$ cat config.mk
export PLATFORM = sky130hd
export DESIGN_NAME = instruction_cache
export DESIGN_NICKNAME = d
export VERILOG_FILES = /design/src/rtl/instruction_cache_pkg.sv /design/src/rtl/instruction_cache.sv
export SDC_FILE = /design/constraint.sdc
export NUM_CORES = 1
export LEC_CHECK = 0
export BUFFER_PORTS_ARGS = -buffer_cell sky130_fd_sc_hd__buf_4
export CORE_AREA = 2 2 423 467
export DETAILED_ROUTE_END_ITERATION = 16
export DIE_AREA = 0 0 425 469
export PLACE_DENSITY_LB_ADDON = 0.1
export SETUP_SLACK_MARGIN = 0.05
export SLEW_MARGIN = 20
export SYNTH_ARGS = -nofsm -noshare
export SYNTH_HDL_FRONTEND = slang
export SYNTH_SLANG_ARGS = --single-unit
$ cat constraint.sdc
create_clock -name CLOCK -period 28.5 [get_ports CLOCK]
set_input_delay 2.85 -clock CLOCK [delete_from_list [all_inputs] [get_ports CLOCK]]
set_output_delay 2.85 -clock CLOCK [all_outputs]
set_load 0.02 [all_outputs]
$ cat src/rtl/instruction_cache_pkg.sv
// Shared types and constants for the direct-mapped instruction cache.
package instruction_cache_pkg;

  typedef enum logic [1:0] {
    StIdle,
    StMiss,
    StFill
  } icache_state_e;

  localparam logic [31:0] Nop            = 32'h0000_0013;
  localparam int unsigned BlockWidth     = 128;
  localparam int unsigned BlockAddrWidth = 28;

endpackage

$ cat src/rtl/instruction_cache.sv
// Direct-mapped read-only instruction cache with a single-block refill from instruction memory.
// Optional hit/miss counters are enabled by defining ICACHE_PERF_EN.
module instruction_cache
  import instruction_cache_pkg::*;
#(
  parameter int unsigned NUM_LINES = 8
) (
  input  logic                      CLOCK,
  input  logic                      RESET,
  input  logic                      READ,
  input  logic [31:0]               ADDRESS,
  output logic [31:0]               INSTRUCTION,
  output logic                      BUSYWAIT,
  output logic                      MEM_READ,
  output logic [BlockAddrWidth-1:0] MEM_BLOCK_ADDRESS,
  input  logic [BlockWidth-1:0]     MEM_READINST,
  input  logic                      MEM_BUSYWAIT
`ifdef ICACHE_PERF_EN
  ,
  output logic [31:0]               HIT_COUNT,
  output logic [31:0]               MISS_COUNT
`endif
);

  localparam int unsigned IndexBits = $clog2(NUM_LINES);
  localparam int unsigned TagBits   = BlockAddrWidth - IndexBits;

  icache_state_e state_q, state_d;

  logic [BlockAddrWidth-1:0] miss_addr_q, miss_addr_d;
  logic                      req_seen_q, req_seen_d;
  logic [NUM_LINES-1:0]      valid_q;
  logic [TagBits-1:0]        tag_q  [NUM_LINES];
  logic [BlockWidth-1:0]     data_q [NUM_LINES];

  logic [IndexBits-1:0] idx;
  logic [TagBits-1:0]   req_tag;
  logic [IndexBits-1:0] fill_idx;
  logic [TagBits-1:0]   fill_tag;
  logic [6:0]           word_off;
  logic                 hit;
  logic                 line_load;
  logic [1:0]           unused_byte_sel;

  assign idx             = ADDRESS[4 +: IndexBits];
  assign req_tag         = ADDRESS[31 -: TagBits];
  assign word_off        = {ADDRESS[3:2], 5'b0};
  assign fill_idx        = miss_addr_q[IndexBits-1:0];
  assign fill_tag        = miss_addr_q[BlockAddrWidth-1 -: TagBits];
  assign unused_byte_sel = ADDRESS[1:0];

  assign hit = READ && valid_q[idx] && (tag_q[idx] == req_tag) && (state_q == StIdle);

  // Memory data is valid in the cycle busywait falls, so the line is captured on MISS exit.
  assign line_load = (state_q == StMiss) && req_seen_q && !MEM_BUSYWAIT;

  always_ff @(posedge CLOCK or posedge RESET) begin
    if (RESET) begin
      state_q <= StIdle;
    end else begin
      state_q <= state_d;
    end
  end

  always_comb begin
    state_d     = state_q;
    miss_addr_d = miss_addr_q;
    req_seen_d  = req_seen_q;
    case (state_q)
      StIdle: begin
        if (READ && !hit) begin
          state_d     = StMiss;
          miss_addr_d = ADDRESS[31:4];
          req_seen_d  = 1'b0;
        end
      end
      StMiss: begin
        if (MEM_BUSYWAIT) begin
          req_seen_d = 1'b1;
        end
        if (req_seen_q && !MEM_BUSYWAIT) begin
          state_d = StFill;
        end
      end
      StFill:  state_d = StIdle;
      default: state_d = StIdle;
    endcase
  end

  always_comb begin
    INSTRUCTION = Nop;
    if (hit) begin
      INSTRUCTION = data_q[idx][word_off +: 32];
    end
    BUSYWAIT = (READ && !hit) || (state_q != StIdle);
    MEM_READ = (state_q == StMiss);
  end

  assign MEM_BLOCK_ADDRESS = miss_addr_q;

  always_ff @(posedge CLOCK or posedge RESET) begin
    if (RESET) begin
      miss_addr_q <= '0;
      req_seen_q  <= 1'b0;
      valid_q     <= '0;
    end else begin
      miss_addr_q <= miss_addr_d;
      req_seen_q  <= req_seen_d;
      if (state_q == StFill) begin
        valid_q[fill_idx] <= 1'b1;
      end
    end
  end

  // Payload needs no reset: a line is only visible once its valid bit is set in FILL.
  always_ff @(posedge CLOCK) begin
    if (line_load) begin
      data_q[fill_idx] <= MEM_READINST;
      tag_q[fill_idx]  <= fill_tag;
    end
  end

`ifdef ICACHE_PERF_EN
  logic [31:0] hit_count_q, miss_count_q;

  always_ff @(posedge CLOCK or posedge RESET) begin
    if (RESET) begin
      hit_count_q  <= '0;
      miss_count_q <= '0;
    end else begin
      if (hit) begin
        hit_count_q <= hit_count_q + 32'd1;
      end
      if ((state_q == StIdle) && (state_d == StMiss)) begin
        miss_count_q <= miss_count_q + 32'd1;
      end
    end
  end

  assign HIT_COUNT  = hit_count_q;
  assign MISS_COUNT = miss_count_q;
`endif

endmodule

==> impl_table.tex, run 1 <==
\begin{tabular}{lr}
\hline
Metric & Value \\
\hline
\multicolumn{2}{l}{\textbf{Global route}} \\
Global-route wire length before repair & 186 mm \\
Number of global-route vias before repair & between 20000 and 25000 \\
Initial antenna violation count & 30 \\
GR Util All Layers & a little over an eighth \\
Maximum number of pins on one net before global-route repair & 107 \\
Global-route congestion overflow total & 0 \\
\multicolumn{2}{l}{\textbf{Worst setup path}} \\
Critical Path Slowest Stage Cell & buf\_4 \\
Register-to-Register Setup Slack & around 24 ns \\
Delay contributed by the slowest stage of the critical path & $\sim$0.80 ns \\
Worst path cell trace & buf\_8, buf\_16, buf\_4, mux4\_2, mux2i\_1, xor2\_1, nand4\_1, nor2\_1, nand4\_4, buf\_4, nor2\_1, buf\_4 \\
Worst setup startpoint & ADDRESS[5] \\
Critical path endpoint category & output port \\
Maximum fanout along the worst path & 55 \\
Category of the critical setup timing path & in2out \\
CP startpoint kind & input port \\
Crit path top cell by count & buf\_4 \\
Arrival time of the worst setup path & between 7 and 8 ns \\
Reg2Reg Launch Point & state\_q[1] \\
Required @ worst endpoint & around 26 ns \\
\multicolumn{2}{l}{\textbf{Drt}} \\
Overall via count from detail\_route & about 22000 \\
Routed length per instance & 26.3 um \\
DR vias/cell & between 4 and 5 \\
Drt pass-1 iters & 5 \\
Post-route ant nets & 0 \\
Total wire length & 132 mm \\
Number of DRC violations after detailed routing & 0 \\
Count of routing violations after the opening detailed-route iteration & 1801 \\
\multicolumn{2}{l}{\textbf{Timing}} \\
Share of the clock period used by the worst path after layout & roughly 37\% \\
Final number of hold-violating endpoints & 0 \\
Slew Limit Fails & 0 \\
Clock tree skew after final layout & between 0.015 and 0.02 ns \\
Setup violations, final & 0 \\
RSZ-0062 raised after global routing & no \\
Shortest clock period the worst path allows after layout & around 11 ns \\
Maximum frequency from static timing analysis & about 0.095 GHz \\
Summed negative setup slack over all endpoints & 0 ns \\
Remaining max-slew budget at the tightest pin & between 20\% and 30\% \\
Tightest Pin Transition & $\sim$1.1 ns \\
\multicolumn{2}{l}{\textbf{Synthesis}} \\
Yosys warns & 0 \\
Total standard cell area after synthesis & 48500 sq um \\
Synthesized net count & between 2000 and 2500 \\
Async set-or-reset flop fraction in the synthesized netlist & 3.09\% \\
Synth area leaders & edfxtp\_1 (76\%), mux4\_2 (16\%), dfrtp\_1 (2.0\%), mux2i\_1 (1.7\%), mux2\_4 (0.87\%) \\
Area share of the leading cell type in the synthesized netlist & 75.8\% \\
Sequential share of the synthesized area & about 78\% \\
Flip-flop and latch count after synthesis & 1263 \\
Mean instance size in the synthesized netlist & around 24 sq um \\
Cell with the most instances after synthesis & edfxtp\_1 \\
Commonest register cell after synthesis & edfxtp\_1 \\
Largest area contributor in the synthesized netlist & edfxtp\_1 \\
Count of flip-flops with a built-in enable after synthesis & 1224 \\
Number of unique standard cell types used by synthesis & 46 \\
Gate Count Post-Synth & around 2000 \\
Top cells by count, synth & edfxtp\_1 (1224), mux4\_2 (345), mux2i\_1 (83) \\
\multicolumn{2}{l}{\textbf{Final layout}} \\
Final Net Count & approximately 2500 \\
Share of final-layout standard cells stronger than drive strength 1 & between 30 and 40\% \\
Layout Utilization & 29.9\% \\
Area delta synth->final & 20.0\% \\
\multicolumn{2}{l}{\textbf{Die}} \\
Number of placement rows & 170 \\
Die Y & between 400 and 500 um \\
Horizontal die dimension & between 400 and 500 um \\
Std-Cell Core Area & between 150000 and 200000 sq um \\
Starting utilization of the core area & about a quarter \\
Number of top-level pins & $\sim$230 \\
Area of the die & $\sim$200000 sq um \\
\multicolumn{2}{l}{\textbf{Power}} \\
Leakage Power & 18.6 nW \\
Total power divided by cell area & 79.5 nW/um\^{}2 \\
Peak supply drop & 0.0376 mV \\
\multicolumn{2}{l}{\textbf{CTS}} \\
CTS tree & yes \\
Clock root cell & clkbuf\_16 \\
CTS Buffer Depth & 3 \\
H-tree depth & 4 \\
Clock latency on the worst-skew pair & around 0.77 ns \\
Clock slew at the register clock pins of the worst setup and hold paths & around 0.050 ns \\
Number of hold-repair buffers added at the cts stage & 0 \\
Clock sink count & roughly 1300 \\
Setup repair bufs after CTS & 0 \\
Number of gates resized after cts & 0 \\
Clock buffers created by TritonCTS & $\sim$150 \\
\multicolumn{2}{l}{\textbf{Run}} \\
Max-cap viol count & 0 \\
\multicolumn{2}{l}{\textbf{Outcome}} \\
Status & finished, final reports clean \\
\multicolumn{2}{l}{\textbf{Placement}} \\
Routability Congestion & just under 0.7 \\
Detailed-placement wirelength estimate & a little over 70 mm \\
Count of input and output buffers & roughly 220 \\
\multicolumn{2}{l}{\textbf{Min path}} \\
Startpoint of the tightest hold check path & valid\_q[2] \\
HP Class & reg2reg \\
\hline
\end{tabular}
## registers in the layout, summed over array words and instances, names as in the netlist
register and flops:
MEM_BLOCK_ADDRESS 28, data_q 1024, req_seen_q 1, state_q 2, tag_q 200, valid_q 8
## metrics by stage
stage          hold WS [ns]  setup WS, ns  instances  power (W)  cell area, sq um
2_1_floorplan         0.423         14.06       1996    0.00259             48500
3_3_place_gp          0.438         17.65       4738    0.00278             53300
3_5_place_dp          0.444         17.72       4738    0.00279             53300
6_report              0.457         17.97       5015    0.00463             58200
5_1_grt               0.468         17.61       5014    0.00482             58200
4_1_cts               0.458         17.69       5012    0.00472             58200
## layer usage
metal  part of all wire (%)  track usage, %  routed length [um]  vias to the layer above
met5                   0.13               0                 166                        -
met4                    2.1            3.59                2800                       28
met3                    4.9            3.29                6440                      223
met2                     49            21.9               64100                      475
met1                     44            17.4               58300                    12000
li1                       -               -                   -                     9226
## worst max-delay path: cells and delay by family
kind / cells / cell delay, ns
buf+inv: 5 / 2.15
simple gates: 4 / 1.21
xor+xnor: 1 / 0.36
mux: 2 / 0.84
## final timing paths
check	endpoint	cells past startpoint
min in group asynchronous	MEM_BLOCK_ADDRESS[8]	3
max	INSTRUCTION[29]	12
max reg2reg	data_q[4][85]	7
max in group asynchronous	MEM_BLOCK_ADDRESS[21]	3
min	valid_q[2]	1
min reg2reg	valid_q[2]	1
## layout by cell type (no fill, tap or decap), types with 5 or more instances in the layout
| cell type | n |
|---|---|
| buf_4 | 253 |
| dfrtp_1 | 39 |
| clkinvlp_4 | 7 |
| nand2_1 | 15 |
| clkbuf_1 | 29 |
| mux2_2 | 10 |
| mux2i_1 | 83 |
| nand4_1 | 5 |
| nor2b_1 | 9 |
| xor2_1 | 12 |
| a221oi_1 | 7 |
| xnor2_1 | 14 |
| mux4_2 | 345 |
| edfxtp_1 | 1224 |
| o22ai_1 | 5 |
| inv_6 | 7 |
| nor2_1 | 36 |
| clkbuf_16 | 152 |
| mux2_4 | 28 |
| nor2_4 | 7 |
| bufinv_16 | 16 |
| clkinv_2 | 33 |
| a22oi_1 | 12 |
| buf_12 | 6 |
| clkinv_1 | 25 |
## logic make-up (layout without fill, tap and decap cells)
logic type                count (synthesis)  in the layout  share of synthesized area, %
other                                     0              2                             0
DFF                                    1263           1263                          77.8
buffers and inverters                   103            540                          1.12
muxes                                   467            467                          18.9
AOI/OAI and AO/OA                        41             41                         0.681
and+or+nand+nor                          96             96                          1.04
xor gates and xnor gates                 26             26                         0.470
## final cells by class
cell class	instances	area [sq um]
clock buffer	182	3930
clock inverter	92	918
inverter	3	11.3
sequential	1263	37700
fill	18800	136000
antenna	2	5.00
timing repair buffer	263	2090
multi-input combinational	630	10300
tap	2580	3230
## report_power, final
part | total, W | internal (W) | switching [W] | leakage (nW)
clock network | 0.00189 | 0.00113 | 0.000767 | 2.37
registers | 0.00230 | 0.00221 | 0.0000855 | 11.5
logic | 0.000435 | 0.000182 | 0.000254 | 4.75
total | 0.00463 | 0.00352 | 0.00111 | 18.6
Note: power is estimated with default switching activity, not from simulation.
==> run 2, diff against run 1 <==
==> constraint.sdc (replaced) <==
create_clock -name CLOCK -period 9.7 [get_ports CLOCK]
set_input_delay 0.97 -clock CLOCK [delete_from_list [all_inputs] [get_ports CLOCK]]
set_output_delay 0.97 -clock CLOCK [all_outputs]
set_load 0.02 [all_outputs]
==> impl_table.tex, run 2 (synthesized netlist as in run 1, its figures left out) <==
\begin{tabular}{lr}
\hline
Metric & Value \\
\hline
\multicolumn{2}{l}{\textbf{Outcome}} \\
Status & finished, final reports clean \\
\multicolumn{2}{l}{\textbf{Worst setup path}} \\
CP startpoint kind & input port \\
Delay contributed by the slowest stage of the critical path & approximately 0.85 ns \\
Crit path top cell by count & buf\_4 \\
Critical path endpoint category & output port \\
Maximum fanout along the worst path & 53 \\
Critical Path Slowest Stage Cell & buf\_4 \\
Worst path cell trace & clkbuf\_8, buf\_4, mux2\_2, o22ai\_1, a221oi\_1, xnor2\_1, nand2\_1, nor4\_2, nand4\_4, buf\_4, nor2\_1, buf\_4 \\
Required @ worst endpoint & between 8 and 9 ns \\
Category of the critical setup timing path & in2out \\
Arrival time of the worst setup path & around 5.4 ns \\
\multicolumn{2}{l}{\textbf{Global route}} \\
Global-route congestion overflow total & 0 \\
Maximum number of pins on one net before global-route repair & about 130 \\
Number of global-route vias before repair & 24100 \\
Global-route wire length before repair & approximately 180 mm \\
GR Util All Layers & 13.1\% \\
Initial antenna violation count & 29 \\
\multicolumn{2}{l}{\textbf{Timing}} \\
Clock tree skew after final layout & $\sim$0.025 ns \\
Setup violations, final & 0 \\
Shortest clock period the worst path allows after layout & between 6 and 7 ns \\
Final number of hold-violating endpoints & 0 \\
Summed negative setup slack over all endpoints & 0 ns \\
Share of the clock period used by the worst path after layout & 65.2\% \\
Maximum frequency from static timing analysis & approximately 0.16 GHz \\
Slew Limit Fails & 0 \\
Hold WS & between 0.3 and 0.4 ns \\
Remaining max-slew budget at the tightest pin & slightly below 30\% \\
RSZ-0062 raised after global routing & no \\
Tightest Pin Transition & 1.06 ns \\
\multicolumn{2}{l}{\textbf{Min path}} \\
HP Class & in2async \\
\multicolumn{2}{l}{\textbf{Final layout}} \\
Leading cell types in the layout, fill and taps excluded & edfxtp\_1 (1224), mux4\_2 (345), buf\_4 (244) \\
Final cell count without fillers & between 4000 and 5000 \\
Final Net Count & 2466 \\
Max FFs per register & about 1000 \\
Register ranked first by flip-flop count & data\_q \\
Most common cell after layout, fill and taps aside & edfxtp\_1 \\
Area delta synth->final & 19.1\% \\
Share of final-layout standard cells stronger than drive strength 1 & a little over a third \\
\multicolumn{2}{l}{\textbf{Drt}} \\
Number of DRC violations after detailed routing & 0 \\
Total wire length & $\sim$130 mm \\
Count of routing violations after the opening detailed-route iteration & between 1000 and 1500 \\
DR vias/cell & 4.36 \\
Overall via count from detail\_route & 21800 \\
Drt pass-1 iters & 5 \\
Routed length per instance & about 26 um \\
Post-route ant nets & 0 \\
\multicolumn{2}{l}{\textbf{CTS}} \\
Clock buffers created by TritonCTS & around 150 \\
Clock latency on the worst-skew pair & 0.78 ns \\
Setup repair bufs after CTS & 0 \\
CTS Buffer Depth & 3 \\
Number of hold-repair buffers added at the cts stage & 0 \\
Clock slew at the register clock pins of the worst setup and hold paths & approximately 0.05 ns \\
CTS tree & yes \\
Number of gates resized after cts & 0 \\
H-tree depth & 4 \\
Clock sink count & 1263 \\
Clock root cell & clkbuf\_16 \\
\multicolumn{2}{l}{\textbf{Die}} \\
Horizontal die dimension & about 430 um \\
Die Y & roughly 470 um \\
Number of top-level pins & 226 \\
Number of placement rows & between 150 and 200 \\
Std-Cell Core Area & 194000 sq um \\
Area of the die & about 200000 sq um \\
Starting utilization of the core area & 24.9\% \\
\multicolumn{2}{l}{\textbf{Placement}} \\
Placed cells & 4734 \\
Routability Congestion & a little under 0.7 \\
Count of input and output buffers & approximately 220 \\
Detailed-placement wirelength estimate & 68.6 mm \\
\multicolumn{2}{l}{\textbf{Power}} \\
Peak supply drop & between 0.1 and 0.15 mV \\
Total power divided by cell area & between 200 and 250 nW/um\^{}2 \\
Leakage Power & around 18 nW \\
Total power consumption of the routed design & 0.0131 W \\
\multicolumn{2}{l}{\textbf{Run}} \\
Max-cap viol count & 0 \\
\hline
\end{tabular}
## run 2: metrics by stage
step | setup WS [ns] | area (sq um) | utilization [%]
final | 3.38 | 57700 | 29.7
after detailed placement | 3.16 | 53400 | 27.4
after floorplan | 1.23 | 48500 | -
after global placement | 3.12 | 53400 | 27.4
after global routing | 2.98 | 57700 | 29.7
after CTS | 3.16 | 57700 | 29.7
## run 2: path summary, 6_finish.rpt
check	end	startpoint	cells past startpoint	slack, ns
max in group asynchronous	MEM_BLOCK_ADDRESS[24]	RESET	3	8.88
min in group CLOCK	state_q[1]	MEM_BUSYWAIT	2	0.42
min reg2reg	valid_q[1]	valid_q[1]	1	0.46
max	INSTRUCTION[29]	ADDRESS[6]	12	3.38
min	MEM_BLOCK_ADDRESS[9]	RESET	3	0.38
max reg2reg	data_q[0][2]	state_q[1]	5	6.14
## run 2: area by class of cell
type                       instances  area [sq um]
antenna                            2          5.00
sequential                      1263         37700
clock inverter                    85           574
tap                             2580          3230
timing repair buffer             258          2100
inverter                           3          11.3
clock buffer                     175          3800
fill                           18900        137000
multi-input combinational        630         10300
## run 2: per-layer routing
| layer | track usage [%] | wire [um] |
|---|---|---|
| met1 | 17.1 | 57100 |
| met2 | 21.4 | 62800 |
| met3 | 3.11 | 6020 |
| met4 | 4.19 | 3130 |
| met5 | 0 | 187 |
## run 2: critical path, delay by kind of cell
kind                   cells  cell delay, ns
AO/OA/AOI/OAI              2            0.49
multiplexers               1            0.30
XOR/XNOR                   1            0.20
AND/OR/NAND/NOR            4            1.31
buffers and inverters      4            1.98
## run 2: where the power goes
group          total (W)  switching (W)  internal, W
sequential       0.00677       0.000265      0.00650
combinational    0.00128       0.000741     0.000536
clock            0.00507        0.00217      0.00290
total             0.0131        0.00318      0.00994
